### src/rtl/nn_framer_pkg.sv
// Shared constants for the NN result framer: sample width, settings-bus
// register addresses and the post-reset frame length / flush timeout.
package nn_framer_pkg;

  localparam int          WIDTH           = 16;
  localparam logic [7:0]  SR_FRAME_LEN    = 8'd130;
  localparam logic [7:0]  SR_TIMEOUT      = 8'd131;
  localparam logic [15:0] DEFAULT_LEN     = 16'd64;
  localparam logic [31:0] DEFAULT_TIMEOUT = 32'd1024;

  // Index of the last beat in a frame; a programmed length of 0 behaves as 1.
  function automatic logic [15:0] eff_len_m1(input logic [15:0] len);
    return (len == 16'd0) ? 16'd0 : len - 16'd1;
  endfunction

endpackage

### src/rtl/nn_framer_idle_timer.sv
// Idle counter for the hold register: counts cycles that a held beat waits
// without a successor and requests a flush once the programmed timeout is reached.
module nn_framer_idle_timer (
  input  logic        ce_clk,
  input  logic        ce_rst_n,
  input  logic        h_valid,
  input  logic        accept,
  input  logic        out_free,
  input  logic [31:0] timeout,
  output logic        flush
);

  logic [31:0] idle_cnt;

  // A timeout of zero disables flushing entirely.
  assign flush = h_valid && out_free && (timeout != 32'd0) && (idle_cnt == timeout);

  // Clamp rather than hold so that lowering the timeout below the current
  // count still produces an exact match on the next cycle.
  always_ff @(posedge ce_clk or negedge ce_rst_n) begin
    if (!ce_rst_n) begin
      idle_cnt <= 32'd0;
    end else if (accept || !h_valid) begin
      idle_cnt <= 32'd0;
    end else if (idle_cnt >= timeout) begin
      idle_cnt <= timeout;
    end else begin
      idle_cnt <= idle_cnt + 32'd1;
    end
  end

endmodule

### src/rtl/nn_result_framer.sv
// Frames the HLS layer-core result stream into AXI-stream packets of frame_len
// beats, closing a short frame when the input stays idle for timeout cycles.
module nn_result_framer
  import nn_framer_pkg::*;
#(
  parameter int          WIDTH           = nn_framer_pkg::WIDTH,
  parameter logic [7:0]  SR_FRAME_LEN    = nn_framer_pkg::SR_FRAME_LEN,
  parameter logic [7:0]  SR_TIMEOUT      = nn_framer_pkg::SR_TIMEOUT,
  parameter logic [15:0] DEFAULT_LEN     = nn_framer_pkg::DEFAULT_LEN,
  parameter logic [31:0] DEFAULT_TIMEOUT = nn_framer_pkg::DEFAULT_TIMEOUT
) (
  input  logic             ce_clk,
  input  logic             ce_rst_n,
  input  logic             set_stb,
  input  logic [7:0]       set_addr,
  input  logic [31:0]      set_data,
  input  logic [WIDTH-1:0] res_din,
  input  logic             res_write,
  output logic             res_full_n,
  output logic [WIDTH-1:0] o_tdata,
  output logic             o_tlast,
  output logic             o_tvalid,
  input  logic             o_tready,
  output logic [15:0]      frame_len,
  output logic [31:0]      timeout,
  output logic [31:0]      frames_out
);

  // Handshakes: an input beat transfers on a rising edge where res_write and
  // res_full_n are both high; an output beat transfers where o_tvalid and
  // o_tready are both high. o_tdata/o_tlast are held while o_tvalid && !o_tready.

  logic [WIDTH-1:0] h_data;
  logic             h_valid;
  logic [15:0]      beat_cnt;

  logic out_free;
  logic accept;
  logic flush;
  logic move;
  logic move_last;

  assign out_free   = !o_tvalid || o_tready;
  assign res_full_n = !h_valid || out_free;
  assign accept     = res_write && res_full_n;

  // The held beat is only released once its successor (or a flush) shows
  // whether it closes the frame.
  assign move      = h_valid && (accept || flush);
  assign move_last = flush || (beat_cnt >= eff_len_m1(frame_len));

  nn_framer_idle_timer u_idle_timer (
    .ce_clk   (ce_clk),
    .ce_rst_n (ce_rst_n),
    .h_valid  (h_valid),
    .accept   (accept),
    .out_free (out_free),
    .timeout  (timeout),
    .flush    (flush)
  );

  always_ff @(posedge ce_clk or negedge ce_rst_n) begin
    if (!ce_rst_n) begin
      frame_len  <= DEFAULT_LEN;
      timeout    <= DEFAULT_TIMEOUT;
      h_data     <= '0;
      h_valid    <= 1'b0;
      o_tdata    <= '0;
      o_tlast    <= 1'b0;
      o_tvalid   <= 1'b0;
      beat_cnt   <= 16'd0;
      frames_out <= 32'd0;
    end else begin
      if (set_stb && (set_addr == SR_FRAME_LEN)) frame_len <= set_data[15:0];
      if (set_stb && (set_addr == SR_TIMEOUT))   timeout   <= set_data;

      if (accept) begin
        h_data  <= res_din;
        h_valid <= 1'b1;
      end else if (flush) begin
        h_valid <= 1'b0;
      end

      if (move) begin
        o_tdata  <= h_data;
        o_tlast  <= move_last;
        o_tvalid <= 1'b1;
        beat_cnt <= move_last ? 16'd0 : beat_cnt + 16'd1;
      end else if (o_tready) begin
        o_tvalid <= 1'b0;
      end

      if (o_tvalid && o_tready && o_tlast) frames_out <= frames_out + 32'd1;
    end
  end

endmodule

### config.mk
export PLATFORM = sky130hd
export DESIGN_NAME = nn_result_framer
export DESIGN_NICKNAME = d
export VERILOG_FILES = /design/src/rtl/nn_framer_pkg.sv /design/src/rtl/nn_framer_idle_timer.sv /design/src/rtl/nn_result_framer.sv
export SDC_FILE = /design/constraint.sdc
export NUM_CORES = 1
export LEC_CHECK = 0
export BUFFER_PORTS_ARGS = -buffer_cell sky130_fd_sc_hd__buf_4
export CAP_MARGIN = 20
export CORE_MARGIN = 3
export CORE_UTILIZATION = 57
export DETAILED_ROUTE_END_ITERATION = 16
export GPL_ROUTABILITY_DRIVEN = 0
export HOLD_SLACK_MARGIN = 0.05
export PLACE_DENSITY = 0.81
export SYNTH_ARGS = -nofsm -noshare
export SYNTH_HDL_FRONTEND = slang
export SYNTH_SLANG_ARGS = --single-unit
### constraint.sdc
create_clock -name ce_clk -period 5.31 [get_ports ce_clk]
set_clock_uncertainty 0.1 [all_clocks]
set_input_delay 1.062 -clock ce_clk [delete_from_list [all_inputs] [get_ports ce_clk]]
set_output_delay 1.062 -clock ce_clk [all_outputs]
set_load 0.01 [all_outputs]
# Word level (Yosys, flattened, before mapping)
# Cells that the tools add are included.
# W data, S select, Z words.
[totals]
ff_bits = 163
in_bits = 61
output_inout_bits = 99
[op_classes]
eq_ne = 3
reduce_logical = 20
n_addsub = 4
muxes = 8
n_lt_le_gt_ge = 2
[ops]
columns = ["operator", "n"]
rows = [
  ["$add A32 B1 Y32 const B", 2],
  ["$mux W32", 2],
  ["$eq A32 B32 Y1", 1],
  ["$ge A32 B32 Y1", 1],
  ["$mux W16", 2],
  ["$reduce_bool A32 Y1", 1],
  ["$add A16 B1 Y16 const B", 1],
  ["$eq A8 B8 Y1 const B", 2],
  ["$ge A16 B16 Y1", 1],
  ["$logic_not A16 Y1", 1],
  ["$sub A16 B1 Y16 const B", 1],
  ["$logic_and A1 B1 Y1", 9],
  ["$logic_or A1 B1 Y1", 5],
  ["$mux W1", 4],
  ["$reduce_bool A2 Y1", 2],
  ["$logic_not A1 Y1", 2],
]

# Depth between registers and ports, before layout
# Gate-level depths: netlist of run 1.
[logic_depth]
ltp_word = 8
ltp_mapped = 15
depth_no_buf = 13

# Modules after synthesis
# Synthesis of run 1 repeated with hierarchy kept, for this count alone.
[unflattened]
hier_cells = 888
hier_area_um2 = 9232.6
[modules_own_cells]
columns = ["mod", "seq_area_each_um2", "instances", "area_per_inst_um2", "cells_each"]
rows = [
  ["nn_result_framer", 3280.6, 1, 6009.5, 533],
  ["nn_framer_idle_timer", 800.8, 1, 3223.1, 355],
]

# Worst setup path after synthesis of run 1
# OpenSTA, ideal clock, no wires.
[synth_timing]
path_kind = "register -> register"
start = "register frame_len[7]"
end = "register beat_cnt[11]"
t_required_ps = 5119
path_buffers = 1
period_less_slack_ps = 4171
slack_ps = 1139
arrival_time_ps = 3980
stages_incl_launch_ff = 14
setup_ps = 91
cell_sequence = "dfrtp_1 or4_4 or3_4 or4_1 nand4bb_1 buf_2 and2_1 ha_1 nand2b_1 a211oi_1 o21ai_0 a2111oi_2 nand2_1 o221ai_1"
[synth_via]
elab_chain_cells = 5
[synth_lines]
columns = ["item", "line_no", "source"]
rows = [
  ["start: declaration", "nn_result_framer.sv:24", "output logic [15:0] frame_len,"],
  ["start signal: assignment", "nn_result_framer.sv:74", "if (set_stb && (set_addr == SR_FRAME_LEN)) frame_len <= set_data[15:0];"],
  ["$sub A16 B1 Y16 or $logic_not A16 Y1 (tied branches)", "nn_framer_pkg.sv:13", "return (len == 16'd0) ? 16'd0 : len - 16'd1;"],
  ["$mux W16 *", "nn_framer_pkg.sv:13", ""],
  ["$ge A16 B16 Y1 *", "nn_result_framer.sv:50", "assign move_last = flush || (beat_cnt >= eff_len_m1(frame_len));"],
  ["$logic_or A1 B1 Y1 *", "nn_result_framer.sv:50", ""],
  ["$mux W16 *", "nn_result_framer.sv:88", "beat_cnt <= move_last ? 16'd0 : beat_cnt + 16'd1;"],
  ["end signal: assignment", "nn_result_framer.sv:88", ""],
  ["end: declaration", "nn_result_framer.sv:35", "logic [15:0] beat_cnt;"],
]
# Every way passes the cells marked *; elsewhere a longest branch is shown, timed or not.
# A chain may end at the register's enable or synchronous reset.

# Worst setup path in the final report of run 1
# Same ends and word-level chain as after synthesis.

==> results of run 1 <==
## worst register-to-register path: cells and delay by family, from the launching register on
family	cells	cell delay, ns
buffers and inverters	2	0.44
AND/OR/NAND/NOR	7	1.98
AO/OA/AOI/OAI	4	0.93
flip-flops	1	0.44
adder cells (fa/ha/maj)	1	0.26
## flip-flops by register name (all words and copies together), names as in the netlist
signal,cells
frame_len,16
h_data,16
o_tvalid,1
frames_out,32
o_tlast,1
h_valid,1
u_idle_timer.idle_cnt,32
beat_cnt,16
timeout,32
o_tdata,16
## synthesized netlist by cell type (7+ instances only)
master	count
sky130_fd_sc_hd__a21o_1	9
sky130_fd_sc_hd__a31oi_1	11
sky130_fd_sc_hd__dfrtp_1	161
sky130_fd_sc_hd__nor3_1	13
sky130_fd_sc_hd__nand3_1	38
sky130_fd_sc_hd__and3_1	13
sky130_fd_sc_hd__inv_1	51
sky130_fd_sc_hd__mux2i_1	36
sky130_fd_sc_hd__nand4_1	35
sky130_fd_sc_hd__xnor2_1	49
sky130_fd_sc_hd__nor4_1	15
sky130_fd_sc_hd__nand2_1	168
sky130_fd_sc_hd__clkbuf_1	18
sky130_fd_sc_hd__o21ai_0	15
sky130_fd_sc_hd__nor2_1	31
sky130_fd_sc_hd__a21oi_1	18
sky130_fd_sc_hd__mux2_2	63
sky130_fd_sc_hd__xor2_1	27
sky130_fd_sc_hd__ha_1	53
sky130_fd_sc_hd__nand2b_1	7
## placed cells by master, fill, tap and decap left out, types with 4 or more instances in the layout
master	Yosys	final
sky130_fd_sc_hd__a211oi_1	4	4
sky130_fd_sc_hd__a21o_1	9	9
sky130_fd_sc_hd__a21oi_1	18	17
sky130_fd_sc_hd__a31oi_1	11	11
sky130_fd_sc_hd__and2_1	6	6
sky130_fd_sc_hd__and3_1	13	13
sky130_fd_sc_hd__buf_4	0	168
sky130_fd_sc_hd__clkbuf_16	0	17
sky130_fd_sc_hd__clkinv_4	0	6
sky130_fd_sc_hd__dfrtp_1	161	161
sky130_fd_sc_hd__ha_1	53	53
sky130_fd_sc_hd__inv_1	51	51
sky130_fd_sc_hd__mux2_2	63	63
sky130_fd_sc_hd__mux2i_1	36	36
sky130_fd_sc_hd__nand2_1	168	168
sky130_fd_sc_hd__nand2b_1	7	7
sky130_fd_sc_hd__nand3_1	38	38
sky130_fd_sc_hd__nand4_1	35	35
sky130_fd_sc_hd__nor2_1	31	30
sky130_fd_sc_hd__nor3_1	13	13
sky130_fd_sc_hd__nor4_1	15	15
sky130_fd_sc_hd__o21ai_0	15	15
sky130_fd_sc_hd__o22ai_1	4	4
sky130_fd_sc_hd__xnor2_1	49	49
sky130_fd_sc_hd__xor2_1	27	27
## worst min-delay path by stage
stage | start | endpoint | slack (ns)
after global routing | h_data[10] | o_tdata[10] | 0.39
after global placement | h_data[6] | o_tdata[6] | 0.34
after CTS | h_data[11] | o_tdata[11] | 0.36
after detailed placement | h_data[5] | o_tdata[5] | 0.35
after floorplan | h_data[0] | o_tdata[0] | 0.33
final | h_data[11] | o_tdata[11] | 0.36
## final cells by class
cell class                 count  area share (%)
multi-input combinational    653            41.5
sequential                   163            37.0
timing repair buffer         173            11.9
clock buffer                  19            4.02
tap                          211            2.40
inverter                      51            1.74
clock inverter                13            1.35
## logic make-up (layout without fill, tap and decap cells)
kind of cell,count (synthesis),after routing
multiplexers,99,99
buffers and inverters,77,256
adder cells (fa/ha/maj),53,53
XOR/XNOR,76,76
flip-flops,163,163
AND/OR/NAND/NOR,347,347
AO/OA/AOI/OAI,78,78
## report_power, final
| group | leakage, nW | total (mW) | switching, mW | internal [mW] |
|---|---|---|---|---|
| clock network | 0.292 | 1.24 | 0.527 | 0.713 |
| logic | 2.95 | 2.11 | 1.17 | 0.936 |
| registers | 2.15 | 1.68 | 0.214 | 1.46 |
| total | 5.40 | 5.02 | 1.91 | 3.11 |
## routing by layer
metal | part of all wire [%] | up-vias
met4 | 1.0 | 0
met5 | 0 | -
met2 | 49 | 227
li1 | - | 3451
met3 | 5.4 | 18
met1 | 45 | 3537
==> out/summary.log, run 1 <==
[global_route] global-route layer with the greatest usage met2
[worst_setup_path] buffering stage count on the worst path with inverters included 2
[clock_network] Max Root-Sink Buffers 2
[global_route] aggregate global-route resource usage 25.4%
[timing] post-route setup TNS 0 ns
[timing] Slew Limit Headroom 28.7%
[routing] Routed Wire Length 21300 µm
[worst_setup_path] Max stage delay on crit path 0.54 ns
[worst_setup_path] most numerous cell on the critical path sky130_fd_sc_hd__buf_4
[worst_setup_path] logic depth of the worst path, buffers included 14
[routing] vias post-DR 7233
[timing] final hold violations 0
[worst_setup_path] FF-to-FF setup slack 1.08 ns
[routing] Detail Route Antenna Nets 0
[run_status] run status finished, final reports clean
[routing] WL/cell 16.6 µm
[die] number of core rows 45
[power_and_ir_drop] overall power 5.02 mW
[timing] final critical-path required period 4.23 ns
[timing] ratio of final minimum period to clock period 79.7%
[logic_synthesis] flip-flop cell with the highest count after synthesis sky130_fd_sc_hd__dfrtp_1
[die] die height 131 µm
[logic_synthesis] average cell area after synthesis 10.0 µm²
[global_route] global-route wire length before repair 36100 µm
[clock_network] Setup Fix Bufs, Post-CTS 0
[timing] final setup margin 1.08 ns
[worst_setup_path] CP endpoint beat_cnt[11]
[placed_design] post-DP HPWL 15100 µm
[logic_synthesis] largest family of logic cells by synthesized area simple AND/OR/NAND/NOR gates
[timing] setup violation total in the final timing report 0
[clock_network] count of clock tree sinks 163
[clock_network] clock latency reported for the late side of the worst-skew pair 0.43 ns
[die] floorplan core area 15300 µm²
[routing] DRC violation count after routing 0
[placed_design] post-placement cell area 10400 µm²
[cells_and_area] register area 4080 µm²
[logic_synthesis] area fraction in and, or, nand and nor cells after synthesis 18.5%
[logic_synthesis] Post-Synthesis Cells 893
[logic_synthesis] EDFF count, synth 0
[cells_and_area] Net count, final 1173
[die] width of the die 131 µm
[logic_synthesis] top post-synthesis cells by area sky130_fd_sc_hd__dfrtp_1 (45%), sky130_fd_sc_hd__mux2_2 (7.9%), sky130_fd_sc_hd__ha_1 (7.4%), sky130_fd_sc_hd__nand2_1 (7.1%), sky130_fd_sc_hd__xnor2_1 (4.8%)
[worst_setup_path] Top Family by Delay on Critical Path simple AND/OR/NAND/NOR gates
[worst_setup_path] Worst Reg-to-Reg Cells 14
[global_route] pin count of the biggest net entering global routing 98
[clock_network] Clock H-tree levels 4
[cells_and_area] post-layout util 72.2%
[clock_network] number of buffers inserted for hold repair after clock tree synthesis 0
[cells_and_area] non-filler cells in the finished layout 1283
[timing] worst-margin pin slew 1.06 ns
[logic_synthesis] multiplexer area fraction after synthesis 12.0%
[global_route] met3 track demand over resource 4.86%
[global_route] remaining global-route overflow 0
[worst_setup_path] cell chain of the critical path or4_4, or3_4, or4_1, nand4bb_1, buf_4, and2_1, ha_1, nand2b_1, a211oi_1, o21ai_0, a2111oi_2, buf_4, nand2_1, o221ai_1
[worst_setup_path] path type of the worst setup path register to register
[min_path] WHS Path Cells 2
[worst_setup_path] Crit Reg-Reg Startpoint frame_len[7]
[cells_and_area] multi-input combinational cell area 4580 µm²
[timing] Fmax achieved 236 MHz
[routing] average via count per standard cell 5.64
[cells_and_area] n_diodes 0
[logic_synthesis] post-synthesis share of cell area spent on full adders, half adders and majority gates 7.42%
[worst_setup_path] reg2reg end beat_cnt[11]
[worst_setup_path] CP startpoint kind register
[clock_network] number of clock buffers inserted by TritonCTS 17
[worst_setup_path] critical path peak fanout 16
[die] I/O pin count 160
[timing] Hold Worst Slack 0.357 ns
[power_and_ir_drop] power density over cell area 456 nW/µm²
[placed_design] worst setup slack after placement 1.08 ns
[timing] max-slew violation count 0
[clock_network] Resized Gates After CTS 0
[logic_synthesis] proportion of synthesized chip area in sequential cells 45.6%
[power_and_ir_drop] leakage power 5.40 nW
[worst_setup_path] arrival time reported for the critical path endpoint 4.47 ns
[logic_synthesis] fraction of the mapped netlist area in compound gates 5.68%
[global_route] met1 layer usage reported by global route 35.6%
[placed_design] number of port buffers 159
[worst_setup_path] required time of the critical path 5.55 ns
[worst_setup_path] type of element capturing the critical path register
[clock_network] clock tree from TritonCTS done
[timing] unrepaired setup endpoints after global routing no
[run] Maximum Capacitance Violations 0
[global_route] initial antenna violation count 0
[clock_network] clock transition at the register clock pins on the worst setup and hold paths after CTS 0.07 ns
[logic_synthesis] synthesized net count 1007
[die] die area 17200 µm²
[die] starting density of the core 58.6%
[logic_synthesis] number of warnings printed during yosys synthesis 0
[logic_synthesis] share of the synthesized netlist area taken by xor and xnor gates 7.44%
[routing] Initial DRC Count 635
[logic_synthesis] Async SR Flop Fraction 100%
[logic_synthesis] summed instance area of the synthesized netlist 8940 µm²
[logic_synthesis] post-synthesis sequential element count 163
[worst_setup_path] critical path startpoint frame_len[7]
[cells_and_area] Finished Cell Area 11000 µm²
[cells_and_area] synth-to-layout area growth 23.2%
[power_and_ir_drop] maximum resistive drop on vdd 315 µV
[logic_synthesis] top-area cell type share of the netlist area 45.1%
[routing] number of iterations in the first detailed-routing pass 6
[logic_synthesis] Netlist cell types 50
[logic_synthesis] post-synth top area cell sky130_fd_sc_hd__dfrtp_1
[clock_network] CTS root buf sky130_fd_sc_hd__clkbuf_16
[cells_and_area] layout cells sized above 1 26.1%
[global_route] number of global-route vias before repair 7098
[worst_setup_path] crit path max-delay cell type sky130_fd_sc_hd__or4_4
[cells_and_area] FILL cells 1130
[placed_design] cell total after placement 1247
[global_route] met2 routing resource usage after global routing 41.2%
[min_path] path class of the lowest-slack min-delay path register to register
(Power assumes the default switching activity.)
==> inputs of run 2 (changes only) <==
==> constraint.sdc (replaced) <==
create_clock -name ce_clk -period 4.4 [get_ports ce_clk]
set_clock_uncertainty 0.1 [all_clocks]
set_input_delay 0.88 -clock ce_clk [delete_from_list [all_inputs] [get_ports ce_clk]]
set_output_delay 0.88 -clock ce_clk [all_outputs]
set_load 0.01 [all_outputs]
==> run 2 against run 1 <==
Compared with the run above:
- global-route usage down 0.15 points
- hold slack better by 0.0059 ns
- register-to-register slack worse by 0.77 ns
- largest power group unchanged
- highest routed layer unchanged
==> out/summary.log, run 2 (synthesis gave the netlist of run 1 again) <==
[run_status] run status finished, final reports clean [unchanged]
[global_route] met3 track demand over resource 5.55% [was 4.86%]
[routing] DRC violation count after routing 0 [unchanged]
[placed_design] post-DP HPWL 15400 µm [was 15100 µm]
[global_route] remaining global-route overflow 0 [unchanged]
[cells_and_area] layout cells sized above 1 26.2% [was 26.1%]
[global_route] global-route layer with the greatest usage met2 [unchanged]
[routing] WL/cell 16.9 µm [was 16.6 µm]
[power_and_ir_drop] power density over cell area 549 nW/µm² [was 456 nW/µm²]
[clock_network] clock transition at the register clock pins on the worst setup and hold paths after CTS 0.06 ns [was 0.07 ns]
[cells_and_area] post-layout util 72.0% [was 72.2%]
[power_and_ir_drop] combinational cell fraction of total power 43.0% [was 42.0%]
[timing] ratio of final minimum period to clock period 93.1% [was 79.7%]
[power_and_ir_drop] switch share 38.4% [was 38.1%]
[global_route] initial antenna violation count 0 [unchanged]
[clock_network] clock latency reported for the late side of the worst-skew pair 0.42 ns [was 0.43 ns]
[die] I/O pin count 160 [unchanged]
[global_route] aggregate global-route resource usage 25.2% [was 25.4%]
[worst_setup_path] critical path peak fanout 15 [was 16]
[clock_network] clock tree from TritonCTS done [unchanged]
[worst_setup_path] arrival time reported for the critical path endpoint 4.32 ns [was 4.47 ns]
[clock_network] Max Root-Sink Buffers 2 [unchanged]
[timing] setup violation total in the final timing report 0 [unchanged]
[run] Maximum Capacitance Violations 0 [unchanged]
[timing] Fmax achieved 244 MHz [was 236 MHz]
[die] starting density of the core 58.6% [unchanged]
[cells_and_area] registers with the most flip-flops frames_out x32, timeout x32, u_idle_timer.idle_cnt x32 [unchanged]
[routing] Routed Wire Length 21700 µm [was 21300 µm]
[clock_network] number of buffers inserted for hold repair after clock tree synthesis 0 [unchanged]
[clock_network] Resized Gates After CTS 0 [unchanged]
[power_and_ir_drop] power share of the clock group 23.4% [was 24.7%]
[clock_network] number of clock buffers inserted by TritonCTS 17 [unchanged]
[timing] final hold violations 0 [unchanged]
[die] width of the die 131 µm [unchanged]
[clock_network] Clock H-tree levels 4 [unchanged]
[routing] number of iterations in the first detailed-routing pass 5 [was 6]
[clock_network] Setup Fix Bufs, Post-CTS 0 [unchanged]
[power_and_ir_drop] portion of total power attributed to sequential cells 33.7% [was 33.4%]
[global_route] global-route wire length before repair 35600 µm [was 36100 µm]
[power_and_ir_drop] overall power 6.03 mW [was 5.02 mW]
[worst_setup_path] required time of the critical path 4.63 ns [was 5.55 ns]
[timing] final critical-path required period 4.10 ns [was 4.23 ns]
[timing] max-slew violation count 0 [unchanged]
[die] die height 131 µm [unchanged]
[routing] average via count per standard cell 5.74 [was 5.64]
[power_and_ir_drop] power dissipated by switching net loads 2.31 mW [was 1.91 mW]
[global_route] pin count of the biggest net entering global routing 84 [was 98]
[die] number of core rows 45 [unchanged]
[worst_setup_path] type of element capturing the critical path register [unchanged]
[cells_and_area] Finished Cell Area 11000 µm² [about the same]
[clock_network] count of clock tree sinks 163 [unchanged]
[die] die area 17200 µm² [unchanged]
[cells_and_area] synth-to-layout area growth 22.8% [was 23.2%]
[worst_setup_path] path type of the worst setup path register to register [unchanged]
[die] floorplan core area 15300 µm² [unchanged]
[cells_and_area] most common cell after layout, fill and taps aside sky130_fd_sc_hd__buf_4
[cells_and_area] most frequent cells in the layout sky130_fd_sc_hd__buf_4 (173), sky130_fd_sc_hd__nand2_1 (168), sky130_fd_sc_hd__dfrtp_1 (161) [was sky130_fd_sc_hd__nand2_1 (168), sky130_fd_sc_hd__buf_4 (168), sky130_fd_sc_hd__dfrtp_1 (161)]
[placed_design] post-placement cell area 10400 µm² [about the same]
[timing] post-route setup TNS 0 ns [unchanged]
[power_and_ir_drop] maximum resistive drop on vdd 413 µV [was 315 µV]
[timing] worst-margin pin slew 1.03 ns [was 1.06 ns]
[timing] unrepaired setup endpoints after global routing no [unchanged]
[routing] Initial DRC Count 592 [was 635]
[power_and_ir_drop] Pint 3.72 mW [was 3.11 mW]
[power_and_ir_drop] leakage power 5.38 nW [was 5.40 nW]
[timing] Slew Limit Headroom 30.4% [was 28.7%]
[min_path] path class of the lowest-slack min-delay path register to register [unchanged]
[cells_and_area] n_diodes 0 [unchanged]
[placed_design] number of port buffers 159 [unchanged]
[global_route] number of global-route vias before repair 7221 [was 7098]
[routing] Detail Route Antenna Nets 0 [unchanged]
[routing] vias post-DR 7373 [was 7233]
[worst_setup_path] CP startpoint kind register [unchanged]
[clock_network] CTS root buf sky130_fd_sc_hd__clkbuf_16 [unchanged]
[global_route] met2 routing resource usage after global routing 41.0% [was 41.2%]
[cells_and_area] Net count, final 1176 [was 1173]
[global_route] met1 layer usage reported by global route 33.8% [was 35.6%]
run 2: cell types whose count changed in the layout (fill, tap and decap cells not counted):
cell	change
sky130_fd_sc_hd__clkinvlp_4	+5
sky130_fd_sc_hd__bufinv_16	-1
sky130_fd_sc_hd__buf_8	-2
sky130_fd_sc_hd__clkinv_4	-6
sky130_fd_sc_hd__clkbuf_8	+2
sky130_fd_sc_hd__inv_6	-3
sky130_fd_sc_hd__buf_4	+5
sky130_fd_sc_hd__clkinv_2	+1
run 2: worst max-delay path, cell delays in order (launching register included):
cell,delay [ns]
sky130_fd_sc_hd__dfrtp_1,0.44
sky130_fd_sc_hd__or4_4,0.55
sky130_fd_sc_hd__or3_4,0.35
sky130_fd_sc_hd__or4_1,0.42
sky130_fd_sc_hd__nand4bb_1,0.22
sky130_fd_sc_hd__buf_4,0.22
sky130_fd_sc_hd__nand2_2,0.06
sky130_fd_sc_hd__ha_1,0.23
sky130_fd_sc_hd__a21o_1,0.18
sky130_fd_sc_hd__a21oi_1,0.15
sky130_fd_sc_hd__o211ai_1,0.10
sky130_fd_sc_hd__a21oi_1,0.42
sky130_fd_sc_hd__nand2_1,0.30
sky130_fd_sc_hd__o221ai_1,0.25
run 2: final cells by class:
cell class,count,area (µm²)
inverter,51,191
clock inverter,9,82.6
fill,1141,4270
sequential,163,4080
timing repair buffer,176,1320
tap,211,264
multi-input combinational,653,4580
clock buffer,21,470
run 2: final timing paths:
path | from | to | slack, ns | depth (start not counted)
min | h_data[11] | o_tdata[11] | 0.36 | 2
min reg2reg | h_data[11] | o_tdata[11] | 0.36 | 2
max in group asynchronous | ce_rst_n | frame_len[6] | 2.81 | 2
max reg2reg | frame_len[7] | beat_cnt[11] | 0.30 | 13
min in group asynchronous | ce_rst_n | timeout[25] | 0.41 | 1
max | frame_len[7] | beat_cnt[11] | 0.30 | 13
run 2: metal layers:
| metal | vias up | wire length [µm] |
|---|---|---|
| li1 | 3447 | - |
| met1 | 3616 | 9460 |
| met2 | 266 | 10400 |
| met3 | 44 | 1270 |
| met4 | 0 | 547 |
| met5 | - | 0 |
run 2: per-stage QoR:
step / hold slack (ns) / worst slack, ns / instances
CTS: 0.365 / 0.324 / 1282
floorplan: 0.335 / 0.229 / 893
global route: 0.378 / 0.0998 / 1284
global placement: 0.340 / 0.464 / 1252
detailed placement: 0.351 / 0.311 / 1252
finish: 0.363 / 0.305 / 1284
run 2: power by group through the flow:
stage / Sequential [mW] / Clock [mW] / Combinational (mW)
3_3_place_gp: 2.03 / 0 / 2.47
4_1_cts: 2.03 / 1.42 / 2.58
2_1_floorplan: 2.04 / 0 / 1.72
3_5_place_dp: 2.05 / 0 / 2.54
6_report: 2.03 / 1.41 / 2.59
5_1_grt: 2.07 / 1.49 / 2.79
